[src/rtl/seg_pkg.sv]
// seg_pkg: shared types and segment constants for the seven-segment capture block.
// Segment vectors are active-low, bit0 = A ... bit6 = G.
package seg_pkg;

  typedef logic [6:0] seg_t;

  // Decoded view of one committed pattern.
  typedef struct packed {
    logic [3:0] digit;
    logic       blank;
    logic       err;
  } dec_t;

  localparam int NUM_DIGITS = 2;

  localparam seg_t SEG_0     = 7'b1000000;
  localparam seg_t SEG_1     = 7'b1111001;
  localparam seg_t SEG_2     = 7'b0100100;
  localparam seg_t SEG_3     = 7'b0110000;
  localparam seg_t SEG_4     = 7'b0011001;
  localparam seg_t SEG_5     = 7'b0010010;
  localparam seg_t SEG_6     = 7'b0000010;
  localparam seg_t SEG_7     = 7'b1111000;
  localparam seg_t SEG_8     = 7'b0000000;
  localparam seg_t SEG_9     = 7'b0010000;
  localparam seg_t SEG_BLANK = 7'b1111111;

  localparam seg_t SEG_HEX_A = 7'b0001000;
  localparam seg_t SEG_HEX_B = 7'b0000011;
  localparam seg_t SEG_HEX_C = 7'b1000110;
  localparam seg_t SEG_HEX_D = 7'b0100001;
  localparam seg_t SEG_HEX_E = 7'b0000110;
  localparam seg_t SEG_HEX_F = 7'b0001110;

endpackage

[src/rtl/seg_decode.sv]
// seg_decode: combinational seven-segment pattern -> {digit, blank, err}.
// Optional macro SEG_HEX_EN adds the A..F letter shapes; without it those
// shapes fall into the error bucket like any other unknown pattern.
import seg_pkg::*;

module seg_decode (
  input  seg_t i_seg,
  output dec_t o_dec
);

  // Table lookup; anything unlisted reports err with digit 0.
  always_comb begin
    o_dec = '{digit: 4'd0, blank: 1'b0, err: 1'b1};
    case (i_seg)
      SEG_0:     o_dec = '{digit: 4'd0, blank: 1'b0, err: 1'b0};
      SEG_1:     o_dec = '{digit: 4'd1, blank: 1'b0, err: 1'b0};
      SEG_2:     o_dec = '{digit: 4'd2, blank: 1'b0, err: 1'b0};
      SEG_3:     o_dec = '{digit: 4'd3, blank: 1'b0, err: 1'b0};
      SEG_4:     o_dec = '{digit: 4'd4, blank: 1'b0, err: 1'b0};
      SEG_5:     o_dec = '{digit: 4'd5, blank: 1'b0, err: 1'b0};
      SEG_6:     o_dec = '{digit: 4'd6, blank: 1'b0, err: 1'b0};
      SEG_7:     o_dec = '{digit: 4'd7, blank: 1'b0, err: 1'b0};
      SEG_8:     o_dec = '{digit: 4'd8, blank: 1'b0, err: 1'b0};
      SEG_9:     o_dec = '{digit: 4'd9, blank: 1'b0, err: 1'b0};
      SEG_BLANK: o_dec = '{digit: 4'd0, blank: 1'b1, err: 1'b0};
`ifdef SEG_HEX_EN
      SEG_HEX_A: o_dec = '{digit: 4'hA, blank: 1'b0, err: 1'b0};
      SEG_HEX_B: o_dec = '{digit: 4'hB, blank: 1'b0, err: 1'b0};
      SEG_HEX_C: o_dec = '{digit: 4'hC, blank: 1'b0, err: 1'b0};
      SEG_HEX_D: o_dec = '{digit: 4'hD, blank: 1'b0, err: 1'b0};
      SEG_HEX_E: o_dec = '{digit: 4'hE, blank: 1'b0, err: 1'b0};
      SEG_HEX_F: o_dec = '{digit: 4'hF, blank: 1'b0, err: 1'b0};
`endif
      default:   o_dec = '{digit: 4'd0, blank: 1'b0, err: 1'b1};
    endcase
  end

endmodule

[src/rtl/seg_capture.sv]
// seg_capture: snoops a multiplexed active-low two-digit seven-segment bus,
// debounces each digit with a run-length counter, and reports changed
// digits over valid/ready. Only the newest value per digit is kept.
// Optional macro SEG_HEX_EN (honoured in seg_decode) enables A..F decode.
import seg_pkg::*;

module seg_capture #(
  parameter int STABLE_CYCLES = 4
) (
  input  logic       clk,
  input  logic       reset_n,
  input  logic [6:0] seg,
  input  logic [1:0] anode,
  input  logic       out_ready,
  output logic       out_valid,
  output logic       out_idx,
  output logic [3:0] out_digit,
  output logic       out_blank,
  output logic       out_err,
  output logic       bus_err
);

  localparam int             CW   = $clog2(STABLE_CYCLES + 1);
  localparam logic [CW-1:0]  CMAX = CW'(STABLE_CYCLES);

  seg_t                  r_seg;
  logic [1:0]            r_an;
  logic                  r_bus_err;
  seg_t                  r_last   [NUM_DIGITS];
  logic [CW-1:0]         r_cnt    [NUM_DIGITS];
  seg_t                  r_commit [NUM_DIGITS];
  logic [NUM_DIGITS-1:0] r_pend;

  logic [NUM_DIGITS-1:0] w_qual;
  logic [NUM_DIGITS-1:0] w_same;
  logic [NUM_DIGITS-1:0] w_evt;
  logic [NUM_DIGITS-1:0] w_clr;
  logic [CW-1:0]         w_cnt_nxt [NUM_DIGITS];
  logic                  w_acc;
  seg_t                  w_sel;
  dec_t                  w_dec;

  assign w_acc = out_valid && out_ready;

  for (genvar d = 0; d < NUM_DIGITS; d++) begin : g_dig
    // Digit d is sampled only when its anode alone is driven low.
    localparam logic [1:0] SEL = ~(2'b01 << d);
    logic w_reach;

    assign w_qual[d]    = (r_an == SEL);
    assign w_same[d]    = (r_seg == r_last[d]);
    assign w_cnt_nxt[d] = !w_same[d]        ? CW'(1) :
                          (r_cnt[d] == CMAX) ? CMAX   : r_cnt[d] + CW'(1);
    // Commit only on the sample that first reaches the threshold; a
    // saturated counter keeps seeing the same pattern and stays quiet.
    assign w_reach      = (w_cnt_nxt[d] == CMAX) && !(w_same[d] && (r_cnt[d] == CMAX));
    assign w_evt[d]     = w_qual[d] && w_reach && (r_seg != r_commit[d]);
    assign w_clr[d]     = w_acc && (out_idx == 1'(d));
  end

  // Register the raw bus once and track the sticky both-anodes-low error.
  always_ff @(posedge clk) begin
    if (!reset_n) begin
      r_seg     <= SEG_BLANK;
      r_an      <= 2'b11;
      r_bus_err <= 1'b0;
    end else begin
      r_seg <= seg;
      r_an  <= anode;
      if (r_an == 2'b00) r_bus_err <= 1'b1;
    end
  end

  // Per-digit stability tracking, commit and pending flags (commit beats accept).
  always_ff @(posedge clk) begin
    if (!reset_n) begin
      r_pend <= '0;
      for (int d = 0; d < NUM_DIGITS; d++) begin
        r_last[d]   <= SEG_BLANK;
        r_cnt[d]    <= '0;
        r_commit[d] <= SEG_BLANK;
      end
    end else begin
      for (int d = 0; d < NUM_DIGITS; d++) begin
        if (w_qual[d]) begin
          r_last[d] <= r_seg;
          r_cnt[d]  <= w_cnt_nxt[d];
        end
        if (w_evt[d]) begin
          r_commit[d] <= r_seg;
          r_pend[d]   <= 1'b1;
        end else if (w_clr[d]) begin
          r_pend[d]   <= 1'b0;
        end
      end
    end
  end

  // Digit 0 wins when both digits are pending.
  assign out_valid = |r_pend;
  assign out_idx   = !r_pend[0] && r_pend[1];
  assign w_sel     = r_commit[out_idx];

  seg_decode u_dec (
    .i_seg (w_sel),
    .o_dec (w_dec)
  );

  assign out_digit = w_dec.digit;
  assign out_blank = w_dec.blank;
  assign out_err   = w_dec.err;
  assign bus_err   = r_bus_err;

endmodule

[config.mk]
export PLATFORM = sky130hd
export DESIGN_NAME = seg_capture
export DESIGN_NICKNAME = d
export VERILOG_FILES = /design/src/rtl/seg_pkg.sv /design/src/rtl/seg_decode.sv /design/src/rtl/seg_capture.sv
export SDC_FILE = /design/constraint.sdc
export NUM_CORES = 1
export LEC_CHECK = 0
export ABC_AREA = 1
export BUFFER_PORTS_ARGS = -buffer_cell sky130_fd_sc_hd__buf_4
export CORE_UTILIZATION = 45
export CTS_CLUSTER_DIAMETER = 30
export DETAILED_ROUTE_END_ITERATION = 6
export PLACE_DENSITY = 0.73
export SKIP_CTS_REPAIR_TIMING = 1
export SYNTH_ARGS = -nofsm -noshare
export SYNTH_HDL_FRONTEND = slang
export SYNTH_HIERARCHICAL = 1
export SYNTH_SLANG_ARGS = --single-unit
[constraint.sdc]
create_clock -name clk -period 3.6 [get_ports clk]
set_clock_uncertainty 0.15 [all_clocks]
set_input_delay 0.9 -clock clk [delete_from_list [all_inputs] [get_ports clk]]
set_output_delay 0.9 -clock clk [all_outputs]
set_load 0.1 [all_outputs]
==> impl_metrics.csv, run 1 <==
group,metric,value,unit
timing,rsz0062_at_grt,"false",
routing,via_per_inst,4.84,
grt,grt_start_max_net_pins,16,
routing,drtIter0Drc,167,
floorplan,start_util,0.476,
timing,finalCritPeriodShare,0.887,
timing,worstMarginPinSlew,0.494,ns
floorplan,die_h,76.5,um
logic_synthesis,syn_area_per_cell,8.18,um2
setup_path,crit_arrival,2.14,ns
setup_path,path_max_fanout,12,
cells_and_area,stdcell_count,398,
cells_and_area,n_antenna_cell,0,
routing,drtPass1Iterations,4,
cts,cts_buffer_depth,2,
setup_path,required,2.55,ns
floorplan,core,0.00524,mm2
placement,dpl.hpwl,3730,um
floorplan,die_x,76.5,um
cts,ctsRootBufferMaster,"clkbuf_8",
setup_path,critical_path_class,"reg -> out",
routing,final_antenna_net_count,0,
timing,worst_slack,0.406,ns
grt,grt.total_usage,0.188,
logic_synthesis,synth_nets,321,
timing,slew_headroom,0.670,
cells_and_area,fin_nets,343,
logic_synthesis,seq_area_frac_synth,0.506,
timing,layout_min_cycle_time,3.19,ns
placement,gp_congestion,0.850,
power_and_ir_drop,power,1.02,mW
timing,drv_slew,0,
grt,grt_pass1_vias,1876,
floorplan,rows,26,
power_and_ir_drop,p_per_area,355,mW/mm2
routing,drt-total-wl,4840,um
floorplan,boundaryPins,21,
logic_synthesis,synth.distinct_cells,26,
setup_path,startpoint_type,"register",
power_and_ir_drop,max-vdd-ir-drop,0.273,mV
cts,cts_sinks,46,
placement,pre_cts_slack,0.749,ns
grt,antenna_found_initial,0,
cells_and_area,n_fill_cell,484,
cts,htree_levels,2,
setup_path,worstSetupEndpointType,"output port",
placement,placed_cells,390,
timing,hold_violations,0,
cts,numCtsBuffers,5,
routing,drc,0,
power_and_ir_drop,power_leakage,1.31,nW
routing,drt-wirelength-per-cell,12.2,um
grt,grt_pass1_wl,8620,um
logic_synthesis,ys_warn_count,6,
timing,fmax,313,MHz
routing,vias,1925,
placement,portBuffers,20,
cts,clk_latency,0.30,ns
run_status,status,"complete, no violations",
cells_and_area,area_growth,14.7,%
timing,setup_viol,0,
cts,cts_tree,"yes",
cells_and_area,drive_above_1_share,0.201,
cts,clk_pin_slew,0.09,ns
logic_synthesis,ys_ff_latch,46,
logic_synthesis,mappedNetlistArea,0.00249,mm2
worst_hold_path,hp-class,"reg -> reg",
grt,grt_overflow,0,
logic_synthesis,syn_inst,305,
job,cap_violations,0,
floorplan,die_area,0.00585,mm2
==> registers in the layout (all words and copies together) (netlist names) <==
name / flops
r_commit: 14
r_last: 14
r_seg: 7
r_cnt: 6
r_an: 2
r_pend: 2
bus_err: 1
==> through the flow <==
step	hold WS, ns	TNS [ns]	area, um2	util
global route	0.395	0	2860	0.546
floorplan	0.312	-0.0134	2570	-
finish	0.342	0	2860	0.546
detailed placement	0.319	0	2770	0.529
CTS	0.343	0	2860	0.546
global placement	0.313	0	2770	0.529
==> kinds of logic (layout without fill, tap and decap cells) <==
family | count (synthesis) | in the layout | synth area share
xor gates and xnor gates | 17 | 17 | 0.0597
buffers and inverters | 47 | 70 | 0.0727
adders and majority gates | 4 | 4 | 0.0201
DFF | 46 | 46 | 0.506
and+or+nand+nor | 175 | 175 | 0.307
AOI/OAI and AO/OA | 16 | 16 | 0.0346
==> report_power, final <==
part | internal, mW | switching [mW]
combinational | 0.0358 | 0.0615
clock | 0.137 | 0.186
sequential | 0.582 | 0.0140
total | 0.754 | 0.261
==> final cells by class <==
type,count,area (um2),share of cell area
well taps,70,87.6,0.0306
inverters,42,158,0.0551
clock inverters,3,21.3,0.00743
clock buffers,5,68.8,0.0240
repair buffers,20,150,0.0525
flip-flops and latches,46,1260,0.441
multi-input cells,212,1110,0.390
==> layer usage <==
layer / routed length (um) / global-route usage / share of wire / up-vias
met3: 284 / 0.0527 / 0.059 / 5
met2: 2170 / 0.305 / 0.45 / 43
met1: 2360 / 0.252 / 0.49 / 872
met4: 25 / 0.0346 / 0.0052 / 0
met5: 0 / 0 / 0 / -
li1: - / - / - / 1005
==> cell usage after synthesis, drive strengths merged <==
cell type | number | area (um2)
nand2 | 92 | 355
nor2 | 43 | 174
inv | 42 | 158
edfxtp | 34 | 1020
nand3 | 21 | 120
dfxtp | 12 | 240
xnor2 | 11 | 96.3
or2 | 10 | 62.6
o21ai | 9 | 45.0
a21oi | 6 | 33.8
xor2 | 6 | 52.6
nor3 | 5 | 30.0
ha | 4 | 50.1
nand4 | 4 | 25.0
clkbuf | 3 | 11.3
buf | 2 | 12.5
a21o | 1 | 7.51
==> cell usage in the layout (no fill, tap or decap), types with 6 or more instances in the layout <==
cell type and count:
edfxtp_1 34, xor2_1 6, inv_2 9, xnor2_1 11
inv_1 33, buf_4 20, nand3_1 18, nor2_1 38
nand2_1 89, dfxtp_1 12, or2_2 10
==> worst paths after layout <==
kind	start	end	slack, ns	cells past startpoint
max	r_pend[1]	out_err	0.41	14
min	bus_err	bus_err	0.34	2
max reg2reg	r_seg[1]	r_commit[1][3]	1.54	8
min reg2reg	bus_err	bus_err	0.34	2
==> worst max-delay path, stage by stage, from the launching register on <==
cell,delay (ns)
dfxtp_1,0.33
inv_1,0.09
nor2_4,0.05
inv_2,0.22
nand2_1,0.14
o21ai_4,0.11
inv_1,0.08
nand2_1,0.08
nor2_1,0.05
nand2_1,0.08
nand2_1,0.05
nor2_1,0.08
nand2_1,0.09
nor2_4,0.10
buf_4,0.28
(Power assumes the default switching activity.)
==> run 2: changes to the inputs <==
--- a/config.mk
+++ b/config.mk
@@ -6,11 +6,12 @@
 export NUM_CORES = 1
 export LEC_CHECK = 0
 export ABC_AREA = 1
+export ABC_CLOCK_PERIOD_IN_PS = 3600
 export BUFFER_PORTS_ARGS = -buffer_cell sky130_fd_sc_hd__buf_4
-export CORE_UTILIZATION = 45
+export CORE_UTILIZATION = 50
 export CTS_CLUSTER_DIAMETER = 30
 export DETAILED_ROUTE_END_ITERATION = 6
-export PLACE_DENSITY = 0.73
+export PLACE_DENSITY = 0.79
 export SKIP_CTS_REPAIR_TIMING = 1
 export SYNTH_ARGS = -nofsm -noshare
 export SYNTH_HDL_FRONTEND = slang
==> constraint.sdc (replaced) <==
create_clock -name clk -period 3.6 [get_ports clk]
set_clock_uncertainty 0.15 [all_clocks]
set_input_delay 0.72 -clock clk [delete_from_list [all_inputs] [get_ports clk]]
set_output_delay 0.72 -clock clk [all_outputs]
set_load 0.1 [all_outputs]
==> run 2 against run 1 <==
Via count rose by 1.9%. Setup slack got worse by 0.014 ns. Cell area fell by 1.7%. Highest routed layer unchanged. Sequential cell count did not move. Combinational power rose by 0.6%. Critical endpoint unchanged. Sequential share of layout area rose by 0.74 points. Clock power fell by 4%. Core utilization rose by 4.5 points. Final cell count fell by 0.75%. Sequential power barely moved.
==> impl_metrics.csv, run 2 (synthesized netlist as in run 1, its figures left out) <==
group,metric,value,unit
run_status,status,"complete, no violations",
grt,top_usage_layer,"met2",
timing,setup_viol,0,
routing,drt-total-wl,4970,um
setup_path,critPathMaxStageDelay,0.38,ns
cells_and_area,layout_common_cells,"nand2_1 (90), nor2_1 (39), inv_1 (36), edfxtp_1 (34), buf_4 (20)",
timing,drv_slew,0,
cells_and_area,fin_nets,343,
grt,grt.total_usage,0.210,
cts,cts_buffer_depth,2,
cells_and_area,stdcell_count,395,
worst_hold_path,hp-class,"reg -> reg",
timing,layout_min_cycle_time,3.21,ns
grt,grt_pass1_vias,1841,
placement,gp_congestion,0.844,
timing,setup-tns-final,0,ns
worst_hold_path,min_to,"bus_err",
timing,fmax,312,MHz
setup_path,crit_family,"simple AND/OR/NAND/NOR gates",
cts,cts_tree,"yes",
routing,final_antenna_net_count,0,
routing,drtIter0Drc,120,
setup_path,ff2ff_path_depth,7,
setup_path,rr_startpoint,"r_seg[1]",
grt,grtUsageMet3,0.0566,
power_and_ir_drop,max-vdd-ir-drop,0.281,mV
floorplan,die_area,0.00528,mm2
cells_and_area,area_growth,12.8,%
power_and_ir_drop,power,1.00,mW
setup_path,cp_slowest_cell,"o21ai_1",
timing,worstMarginPinSlew,0.499,ns
grt,use_met1,0.276,
setup_path,rrSetupSlack,1.49,ns
floorplan,core,0.00475,mm2
setup_path,cp.buffers_inverters,3,
routing,via_per_inst,4.96,
placement,portBuffers,20,
timing,finalCritPeriodShare,0.891,
timing,slew_headroom,0.667,
placement,placed_cells,387,
floorplan,start_util,0.525,
cts,cts_sinks,46,
setup_path,path_cells,"inv_1, nor2_4, inv_1, o21ai_1, nor2_1, nand2_1, a21o_1, nand2_1, nor2_4, buf_4",
routing,drtPass1Iterations,4,
worst_hold_path,hold-path-cell-count,2,
grt,grt_start_max_net_pins,15,
power_and_ir_drop,p_per_area,356,mW/mm2
cts,numCtsBuffers,5,
grt,grt.met2_usage,0.346,
cells_and_area,n_antenna_cell,0,
routing,drt-wirelength-per-cell,12.6,um
job,cap_violations,0,
cells_and_area,drive_above_1_share,0.174,
setup_path,startpoint_type,"register",
cts,htree_levels,2,
cts,ctsRootBufferMaster,"clkbuf_8",
cells_and_area,mostFrequentLayoutCell,"nand2_1",
routing,drc,0,
setup_path,r2r_end,"r_commit[0][2]",
power_and_ir_drop,power_leakage,1.31,nW
routing,vias,1961,
setup_path,crit_arrival,2.34,ns
placement,dpl.hpwl,3820,um
floorplan,die_x,72.6,um
timing,rsz0062_at_grt,"false",
floorplan,rows,25,
floorplan,die_h,72.6,um
worst_hold_path,min-delay-start,"bus_err",
setup_path,worstSetupEndpointType,"output port",
grt,grt_overflow,0,
grt,grt_pass1_wl,8250,um
cts,clk_latency,0.30,ns
floorplan,boundaryPins,21,
setup_path,required,2.73,ns
timing,hold_violations,0,
setup_path,critical_path_class,"reg -> out",
cts,clk_pin_slew,0.08,ns
grt,antenna_found_initial,0,
cells_and_area,n_fill_cell,443,
cells_and_area,postLayoutCellArea,0.00281,mm2
setup_path,path_max_fanout,12,
cells_and_area,top_regs,"r_commit (14), r_last (14), r_seg (7)",
placement,dpl-instance-area,0.00273,mm2
[run 2: cell counts in the layout (fill, tap and decap cells not counted)]
Identical to the previous run, type by type.
[run 2: per-stage QoR]
step | setup slack, ns | hold WS (ns) | utilization
finish | 0.392 | 0.340 | 0.592
global route | 0.228 | 0.377 | 0.592
CTS | 0.404 | 0.339 | 0.592
detailed placement | 0.762 | 0.316 | 0.574
global placement | 0.873 | 0.312 | 0.574
floorplan | 0.000260 | 0.312 | -
[run 2: power breakdown]
part | switching, mW | leakage [nW] | internal [mW]
clock | 0.176 | 0.0416 | 0.133
sequential | 0.0143 | 0.359 | 0.582
combinational | 0.0623 | 0.904 | 0.0357
total | 0.252 | 1.31 | 0.750
[run 2: worst max path at each step]
stage                     cells past startpoint  startpoint      endpoint
after floorplan                              10   r_pend[1]  out_digit[0]
after global placement                       11   r_pend[1]       out_err
after detailed placement                     11   r_pend[1]       out_err
after CTS                                    11   r_pend[1]       out_err
after global routing                         11   r_pend[1]       out_err
final                                        10   r_pend[1]       out_err
[run 2: layout make-up]
class                   count  area (um2)  area share
multi-input cells         212        1080       0.382
clock buffers               5        68.8      0.0245
well taps                  67        83.8      0.0298
repair buffers             20         150      0.0534
flip-flops and latches     46        1260       0.448
clock inverters             3        16.3     0.00578
inverters                  42         158      0.0560
[run 2: routing by layer]
metal / vias up / wire, um
met5: - / 0
met3: 11 / 231
met1: 896 / 2330
met2: 51 / 2330
li1: 1003 / -
met4: 0 / 79
[run 2: worst register-to-register path, delay by kind of cell, from the launching register on]
kind | cells | cell delay [ns]
flops | 1 | 0.51
simple gates | 6 | 0.98
xor+xnor | 1 | 0.16
